## config.mk

```make
export PLATFORM = sky130hd
export DESIGN_NAME = uart_reporter
export DESIGN_NICKNAME = d
export VERILOG_FILES = /design/src/rtl/uart_reporter.sv
export SDC_FILE = /design/constraint.sdc
export NUM_CORES = 1
export LEC_CHECK = 0
export CELL_PAD_IN_SITES_DETAIL_PLACEMENT = 0
export CELL_PAD_IN_SITES_GLOBAL_PLACEMENT = 1
export CORE_ASPECT_RATIO = 0.5
export CORE_MARGIN = 4
export CORE_UTILIZATION = 41
export DETAILED_ROUTE_END_ITERATION = 10
export GPL_TIMING_DRIVEN = 0
export HOLD_SLACK_MARGIN = 0.06
export PLACE_DENSITY_LB_ADDON = 0.1
export SYNTH_ARGS = -nofsm -noshare
export SYNTH_HDL_FRONTEND = slang
export SYNTH_SLANG_ARGS = --single-unit
```

## constraint.sdc

```tcl
create_clock -name clk -period 3.3 [get_ports clk]
set_input_delay 0.33 -clock clk [delete_from_list [all_inputs] [get_ports clk]]
set_output_delay 0.33 -clock clk [all_outputs]
set_load 0.01 [all_outputs]
```

## src/rtl/uart_reporter.sv

```systemverilog
// -----------------------------------------------------------------------------
// uart_reporter
//
// Formats game events into ASCII messages and streams them one byte at a time
// into the UART transmitter (transmit / tx_byte / is_transmitting).
//
// Messages (highest priority first):
//   OVER  : "GAME OVER" (+ CR LF when NEWLINE = 1)
//   SCORE : "S:" + four BCD digits as 0x30 + digit (+ CR LF when NEWLINE = 1)
//   ECHO  : the single echoed character
//
// Each message type has one pending flag and one payload register, so a newer
// event of the same type replaces an older one that has not started yet.
// A message in progress is never preempted.
//
// Parameters:
//   NEWLINE      1 = score and game-over messages end with CR LF
// Ports:
//   clk          system clock
//   reset_n      synchronous, active-low reset
//   echo_valid   pulse: echo echo_char
//   echo_char    character to echo, sampled with echo_valid
//   score_valid  pulse: report score_bcd
//   score_bcd    four BCD digits, [15:12] most significant
//   over_valid   pulse: report game over
//   tx_busy      UART is_transmitting
//   transmit     UART start strobe, one cycle per byte
//   tx_byte      byte presented to the UART, 0x00 while idle
//   busy         a message is in progress or an event is pending
//   msg_done     one-cycle pulse after the last byte of a message is accepted
//   dropped      saturating count of echo events overwritten before being sent
// -----------------------------------------------------------------------------
module uart_reporter #(
  parameter bit NEWLINE = 1'b1
) (
  input  logic        clk,
  input  logic        reset_n,
  input  logic        echo_valid,
  input  logic [7:0]  echo_char,
  input  logic        score_valid,
  input  logic [15:0] score_bcd,
  input  logic        over_valid,
  input  logic        tx_busy,
  output logic        transmit,
  output logic [7:0]  tx_byte,
  output logic        busy,
  output logic        msg_done,
  output logic [7:0]  dropped
);

  localparam logic [1:0] S_IDLE  = 2'd0;
  localparam logic [1:0] S_START = 2'd1;
  localparam logic [1:0] S_ACK   = 2'd2;
  localparam logic [1:0] S_DONE  = 2'd3;

  localparam logic [1:0] T_ECHO  = 2'd0;
  localparam logic [1:0] T_SCORE = 2'd1;
  localparam logic [1:0] T_OVER  = 2'd2;

  // Index of the last byte of each message.
  localparam logic [3:0] ECHO_LAST  = 4'd0;
  localparam logic [3:0] SCORE_LAST = NEWLINE ? 4'd7  : 4'd5;
  localparam logic [3:0] OVER_LAST  = NEWLINE ? 4'd10 : 4'd8;

  logic [1:0]  state;
  logic [3:0]  idx;
  logic [3:0]  last_idx;
  logic [1:0]  msg_type;
  logic [15:0] snap;

  logic        echo_pend;
  logic        score_pend;
  logic        over_pend;
  logic [7:0]  echo_data;
  logic [15:0] score_data;

  logic        any_pend;
  logic        clr_over;
  logic        clr_score;
  logic        clr_echo;
  logic [3:0]  digit;

  // ---------------------------------------------------------------------------
  // Message selection in IDLE: OVER > SCORE > ECHO.
  // ---------------------------------------------------------------------------
  assign any_pend  = over_pend | score_pend | echo_pend;
  assign clr_over  = (state == S_IDLE) & over_pend;
  assign clr_score = (state == S_IDLE) & ~over_pend & score_pend;
  assign clr_echo  = (state == S_IDLE) & ~over_pend & ~score_pend & echo_pend;

  // ---------------------------------------------------------------------------
  // Pending flags and payloads. A new pulse wins over the clear issued by the
  // selection in the same cycle: the snapshot already took the old payload, so
  // the flag stays set for the new one.
  // ---------------------------------------------------------------------------
  // NOTE: all sequential state uses non-blocking assignments so every register
  // samples values from before the edge, independent of statement order.
  always_ff @(posedge clk) begin
    if (!reset_n) begin
      // NOTE: payload registers are reset too; they are plain flops, not a
      // memory array, so the cost is negligible and the reset state is clean.
      echo_pend  <= 1'b0;
      score_pend <= 1'b0;
      over_pend  <= 1'b0;
      echo_data  <= 8'h00;
      score_data <= 16'h0000;
      dropped    <= 8'h00;
    end else begin
      if (over_valid) begin
        over_pend <= 1'b1;
      end else if (clr_over) begin
        over_pend <= 1'b0;
      end

      if (score_valid) begin
        score_pend <= 1'b1;
        score_data <= score_bcd;
      end else if (clr_score) begin
        score_pend <= 1'b0;
      end

      if (echo_valid) begin
        echo_pend <= 1'b1;
        echo_data <= echo_char;
        // An echo taken into the snapshot this cycle is not lost.
        if (echo_pend && !clr_echo && dropped != 8'hFF) begin
          dropped <= dropped + 8'd1;
        end
      end else if (clr_echo) begin
        echo_pend <= 1'b0;
      end
    end
  end

  // ---------------------------------------------------------------------------
  // Transmit FSM.
  // ---------------------------------------------------------------------------
  always_ff @(posedge clk) begin
    if (!reset_n) begin
      state    <= S_IDLE;
      idx      <= 4'd0;
      last_idx <= 4'd0;
      msg_type <= T_ECHO;
      snap     <= 16'h0000;
      msg_done <= 1'b0;
    end else begin
      msg_done <= 1'b0;
      case (state)
        S_IDLE: begin
          if (any_pend) begin
            state <= S_START;
            idx   <= 4'd0;
            if (over_pend) begin
              msg_type <= T_OVER;
              last_idx <= OVER_LAST;
              snap     <= 16'h0000;
            end else if (score_pend) begin
              msg_type <= T_SCORE;
              last_idx <= SCORE_LAST;
              snap     <= score_data;
            end else begin
              msg_type <= T_ECHO;
              last_idx <= ECHO_LAST;
              snap     <= {8'h00, echo_data};
            end
          end
        end
        S_START: begin
          if (!tx_busy) state <= S_ACK;
        end
        S_ACK: begin
          // The UART raising busy is the acceptance of the current byte.
          if (tx_busy) begin
            if (idx == last_idx) begin
              state <= S_DONE;
            end else begin
              idx   <= idx + 4'd1;
              state <= S_START;
            end
          end
        end
        S_DONE: begin
          if (!tx_busy) begin
            msg_done <= 1'b1;
            state    <= S_IDLE;
          end
        end
        default: state <= S_IDLE;
      endcase
    end
  end

  assign transmit = (state == S_START) & ~tx_busy;
  assign busy     = (state != S_IDLE) | any_pend;

  // ---------------------------------------------------------------------------
  // Byte mux: message type and index select the character.
  // ---------------------------------------------------------------------------
  always_comb begin
    case (idx)
      4'd2:    digit = snap[15:12];
      4'd3:    digit = snap[11:8];
      4'd4:    digit = snap[7:4];
      default: digit = snap[3:0];
    endcase
  end

  // NOTE: tx_byte gets a default before the case so every path assigns it and
  // no latch is inferred.
  always_comb begin
    tx_byte = 8'h00;
    if (state != S_IDLE) begin
      case (msg_type)
        T_ECHO: tx_byte = snap[7:0];
        T_SCORE: begin
          case (idx)
            4'd0:    tx_byte = 8'h53;                    // 'S'
            4'd1:    tx_byte = 8'h3A;                    // ':'
            4'd2, 4'd3, 4'd4, 4'd5:
                     tx_byte = 8'h30 + {4'h0, digit};    // no range check
            4'd6:    tx_byte = 8'h0D;
            4'd7:    tx_byte = 8'h0A;
            default: tx_byte = 8'h00;
          endcase
        end
        T_OVER: begin
          case (idx)
            4'd0:    tx_byte = 8'h47;                    // 'G'
            4'd1:    tx_byte = 8'h41;                    // 'A'
            4'd2:    tx_byte = 8'h4D;                    // 'M'
            4'd3:    tx_byte = 8'h45;                    // 'E'
            4'd4:    tx_byte = 8'h20;                    // ' '
            4'd5:    tx_byte = 8'h4F;                    // 'O'
            4'd6:    tx_byte = 8'h56;                    // 'V'
            4'd7:    tx_byte = 8'h45;                    // 'E'
            4'd8:    tx_byte = 8'h52;                    // 'R'
            4'd9:    tx_byte = 8'h0D;
            4'd10:   tx_byte = 8'h0A;
            default: tx_byte = 8'h00;
          endcase
        end
        default: tx_byte = 8'h00;
      endcase
    end
  end

endmodule

```

==> results by stage <==
Drt:
- The total via count in the routed design is around 2700.
- The first detailed-routing pass ran for 4 iterations.
- Dividing the detail-routed via count by the number of cells gives ~5.
- In the final routed layout, each cell accounts on average for 15.4 µm.
- After detailed routing, the number of remaining DRC violations is 0.
- The detailed router finished its first iteration with between 200 and 250 violations.
- Wires add up to 8140 µm.
- The count of nets left with antenna violations once routing finished came out at 0.

Floorplan:
- The initialized floorplan defines 22 standard-cell rows.
- Once the floorplan was initialized, standard cells occupied a little over two fifths of the core.
- The die covers between 9000 and 10000 µm².
- The die is between 70 and 80 µm tall.
- The die extent in x is 136 µm.
- The core region is roughly 7600 µm².
- The number of top-level design ports is 49.

Pwr:
- In this run the power density over the cells is between 500 and 600 nW/µm².
- The overall power of the completed layout is 2.14 mW.
- The reported leakage power is ~1.6 nW.
- VDD sags by at most 0.251 mV.

Global route:
- Entering global routing, the biggest net connects 11 pins.
- The initial antenna violation count is 0.
- The total overflow reported by the global router is 0.
- Across every metal layer, demand over resource in global routing totals 17.2%.
- The number of global-route vias before repair was 2616.
- The first-pass GRT wire length is ~13000 µm.

Critical path:
- STA classifies the critical path endpoint as a primary output.
- The capture point of the critical path is tx_byte[3].
- The setup path with the least slack is of type reg -> out.
- The signal arrival time at the worst endpoint is roughly 2700 ps.
- The number of cells on the worst reg-to-reg path is 10.
- The critical-path maximum fanout is 7.
- The worst setup path is launched from a flip-flop.
- The timing startpoint of the critical path is idx[0]$_SDFFE_PN0P_.
- The startpoint identified for the worst register-to-register timing path is last_idx[2]$_SDFFE_PN0P_.
- The worst setup slack for register-to-register paths is around 550 ps.
- The required time of the worst setup path is around 3000 ps.

Clock tree:
- In this run, post-CTS hold repair placed 0 buffers.
- The number of setup buffers added after CTS is 0.
- The clock latency on the worst-skew pair is ~330 ps.
- The tree is rooted in a sky130_fd_sc_hd__clkbuf_16.
- The number of buffers inserted during clock tree synthesis is 9.
- Clock tree synthesis found a total of 68 sinks.
- The CTS clock-pin slew for the worst setup and hold paths is roughly 50 ps.
- The depth of the CTS H-tree is 3.
- The count of cells resized by post-cts repair is 0.
- The TritonCTS clock tree is built.
- The clock passes through at most 2 buffers.

Synth:
- Counting flops with a built-in enable in the synthesized netlist gives 0.
- The share of synthesized flip-flops with an asynchronous set or reset is 0%.
- Summing every instance area after synthesis gives roughly 3300 µm².
- Counting every net in the synthesized netlist gives around 400.
- The dominant register cell in the synthesized netlist is sky130_fd_sc_hd__dfxtp_1.
- Summed over its instances, the top area cell type makes up between 40% and 50% of the synthesized netlist area.
- Of the synthesized area, sequential elements account for about two fifths.
- Yosys printed 0 warnings.
- After synthesis, the mean cell area works out to slightly above 9 µm².
- The number of storage elements in the synthesis netlist is 68.
- Counting every instance in the synthesized netlist gives around 360.
- Counting distinct cell types in the post-synthesis netlist gives 46.
- The top cell type by total area after synthesis is sky130_fd_sc_hd__dfxtp_1.
- By area the synthesized netlist is led by sky130_fd_sc_hd__dfxtp_1, sky130_fd_sc_hd__mux2i_1, sky130_fd_sc_hd__nor2b_1.

Placement:
- The HPWL after detailed placement is a little over 6000 µm.
- Once placement finished, the instance area stood at around 4000 µm².
- The worst setup slack after placement is ~250 ps.
- The congestion estimate from routability-driven global placement came to roughly 0.86.
- The quantity of I/O buffers inserted on ports is 46.
- Once placement completed, the tool counted placed cells totaling ~500.

STA:
- After layout, the worst path uses roughly 90% of the clock period.
- At the pin with the least slew margin, the transition time is between 900 and 1000 ps.
- The clock period minus final worst setup slack is about 3000 ps.
- The worst path setup slack after routing is 280 ps.
- The worst hold slack after final layout is roughly 430 ps.
- The setup TNS is 0 ps.
- For this run, the top clock speed supported by timing is 0.331 GHz.
- The largest clock skew in the final design is between 3 and 4 ps.
- The count of endpoints failing setup in the final report is 0.
- The number of pins exceeding their max-slew limit in the final report was 0.
- The total count of hold-check failures in the final report is 0.
- Headroom to the max-slew limit came out at 34.3%.
- Setup repair after global routing left no endpoint under its margin.

Run:
- Across the run, the number of max-cap violations was 0.

Finish:
- The repair_antennas step left the layout with diodes totalling 0.
- In the layout the commonest cells are sky130_fd_sc_hd__dfxtp_1, sky130_fd_sc_hd__nor2b_1, sky130_fd_sc_hd__clkdlybuf4s50_1, sky130_fd_sc_hd__mux2i_1, sky130_fd_sc_hd__nor2_1.
- For this run, the share of the core covered by cells in the final layout is a little under three fifths.
- Leaving out fill and tap cells, the most frequent cell in the layout is sky130_fd_sc_hd__dfxtp_1.
- Compared with the post-synthesis result, the final layout area differs by 27.1%.
- For this run, the post-layout net count is between 400 and 500.
- The filler-free cell count of the finished design is 530.
- Of the cells placed in the final design, the portion with a size suffix greater than 1 is between 5 and 6%.
- The finished cells cover about 4200 µm².

Hold path:
- The worst hold path cell count is 3.
- The tightest min-delay check is of the in -> reg type.

Run status:
- The flow ran to the end, and the final reports show no timing, DRC or antenna violations.
## cells by family after synthesis
logic type	Yosys count	share of synthesized area [%]
muxes	39	11.7
xor gates and xnor gates	10	2.62
and+or+nand+nor	133	22.5
buffers and inverters	35	4.05
DFF	68	40.8
adders and majority gates	10	3.75
AOI/OAI and AO/OA	66	14.6
## synth_stat cells, drive strengths merged, types with 3 or more instances
library cell,n
nor2b,48
inv,13
and2,11
xnor2,6
a2bb2oi,3
clkbuf,16
or3,5
nand2,13
dfxtp,68
nand3,7
nor4,3
nor2,20
mux2i,39
a21boi,5
nand2b,4
o21ai,9
buf,6
a22o,4
ha,10
a21oi,15
and4,3
a22oi,12
nor3,15
xor2,4
## critical path, stage by stage, from the launching register on
cell and delay (ps):
sky130_fd_sc_hd__dfxtp_1 450, sky130_fd_sc_hd__inv_1 160, sky130_fd_sc_hd__ha_1 330, sky130_fd_sc_hd__a211oi_1 310, sky130_fd_sc_hd__a32oi_1 90, sky130_fd_sc_hd__a22oi_1 260
sky130_fd_sc_hd__nor2_1 60, sky130_fd_sc_hd__a21oi_1 150, sky130_fd_sc_hd__nor2_1 50, sky130_fd_sc_hd__clkdlybuf4s50_1 500
## power breakdown
group	total (mW)	internal [mW]	switching, mW
Combinational	0.283	0.132	0.151
Clock	0.971	0.643	0.328
Sequential	0.881	0.857	0.0239
## worst min-delay path by stage
stage,start,endpoint,slack [ps]
detailed placement,last_idx[1]$_SDFFE_PN0P_,last_idx[1]$_SDFFE_PN0P_,490
global placement,last_idx[1]$_SDFFE_PN0P_,last_idx[1]$_SDFFE_PN0P_,470
floorplan,last_idx[1]$_SDFFE_PN0P_,last_idx[1]$_SDFFE_PN0P_,450
finish,echo_valid,echo_pend$_SDFFE_PN0P_,430
global route,echo_valid,echo_pend$_SDFFE_PN0P_,460
CTS,echo_valid,echo_pend$_SDFFE_PN0P_,420
## per-layer routing
layer  up-vias  routed length [µm]  track usage (%)
li1       1379                   -                -
met5         -                   0                0
met1      1263                4310             25.2
met4         0                  81             4.13
met2        70                3260             23.6
met3         8                 497             6.52
## area by class of cell
| cell class | count | area (µm²) |
|---|---|---|
| well taps | 108 | 135 |
| plain buffers | 22 | 86.3 |
| multi-input cells | 258 | 1850 |
| flip-flops and latches | 68 | 1360 |
| inverters | 13 | 48.8 |
| clock buffers | 14 | 274 |
| repair buffers | 46 | 460 |
| fillers | 705 | 3380 |
| clock inverters | 1 | 30.0 |
Power figures use the tool's default switching activity.
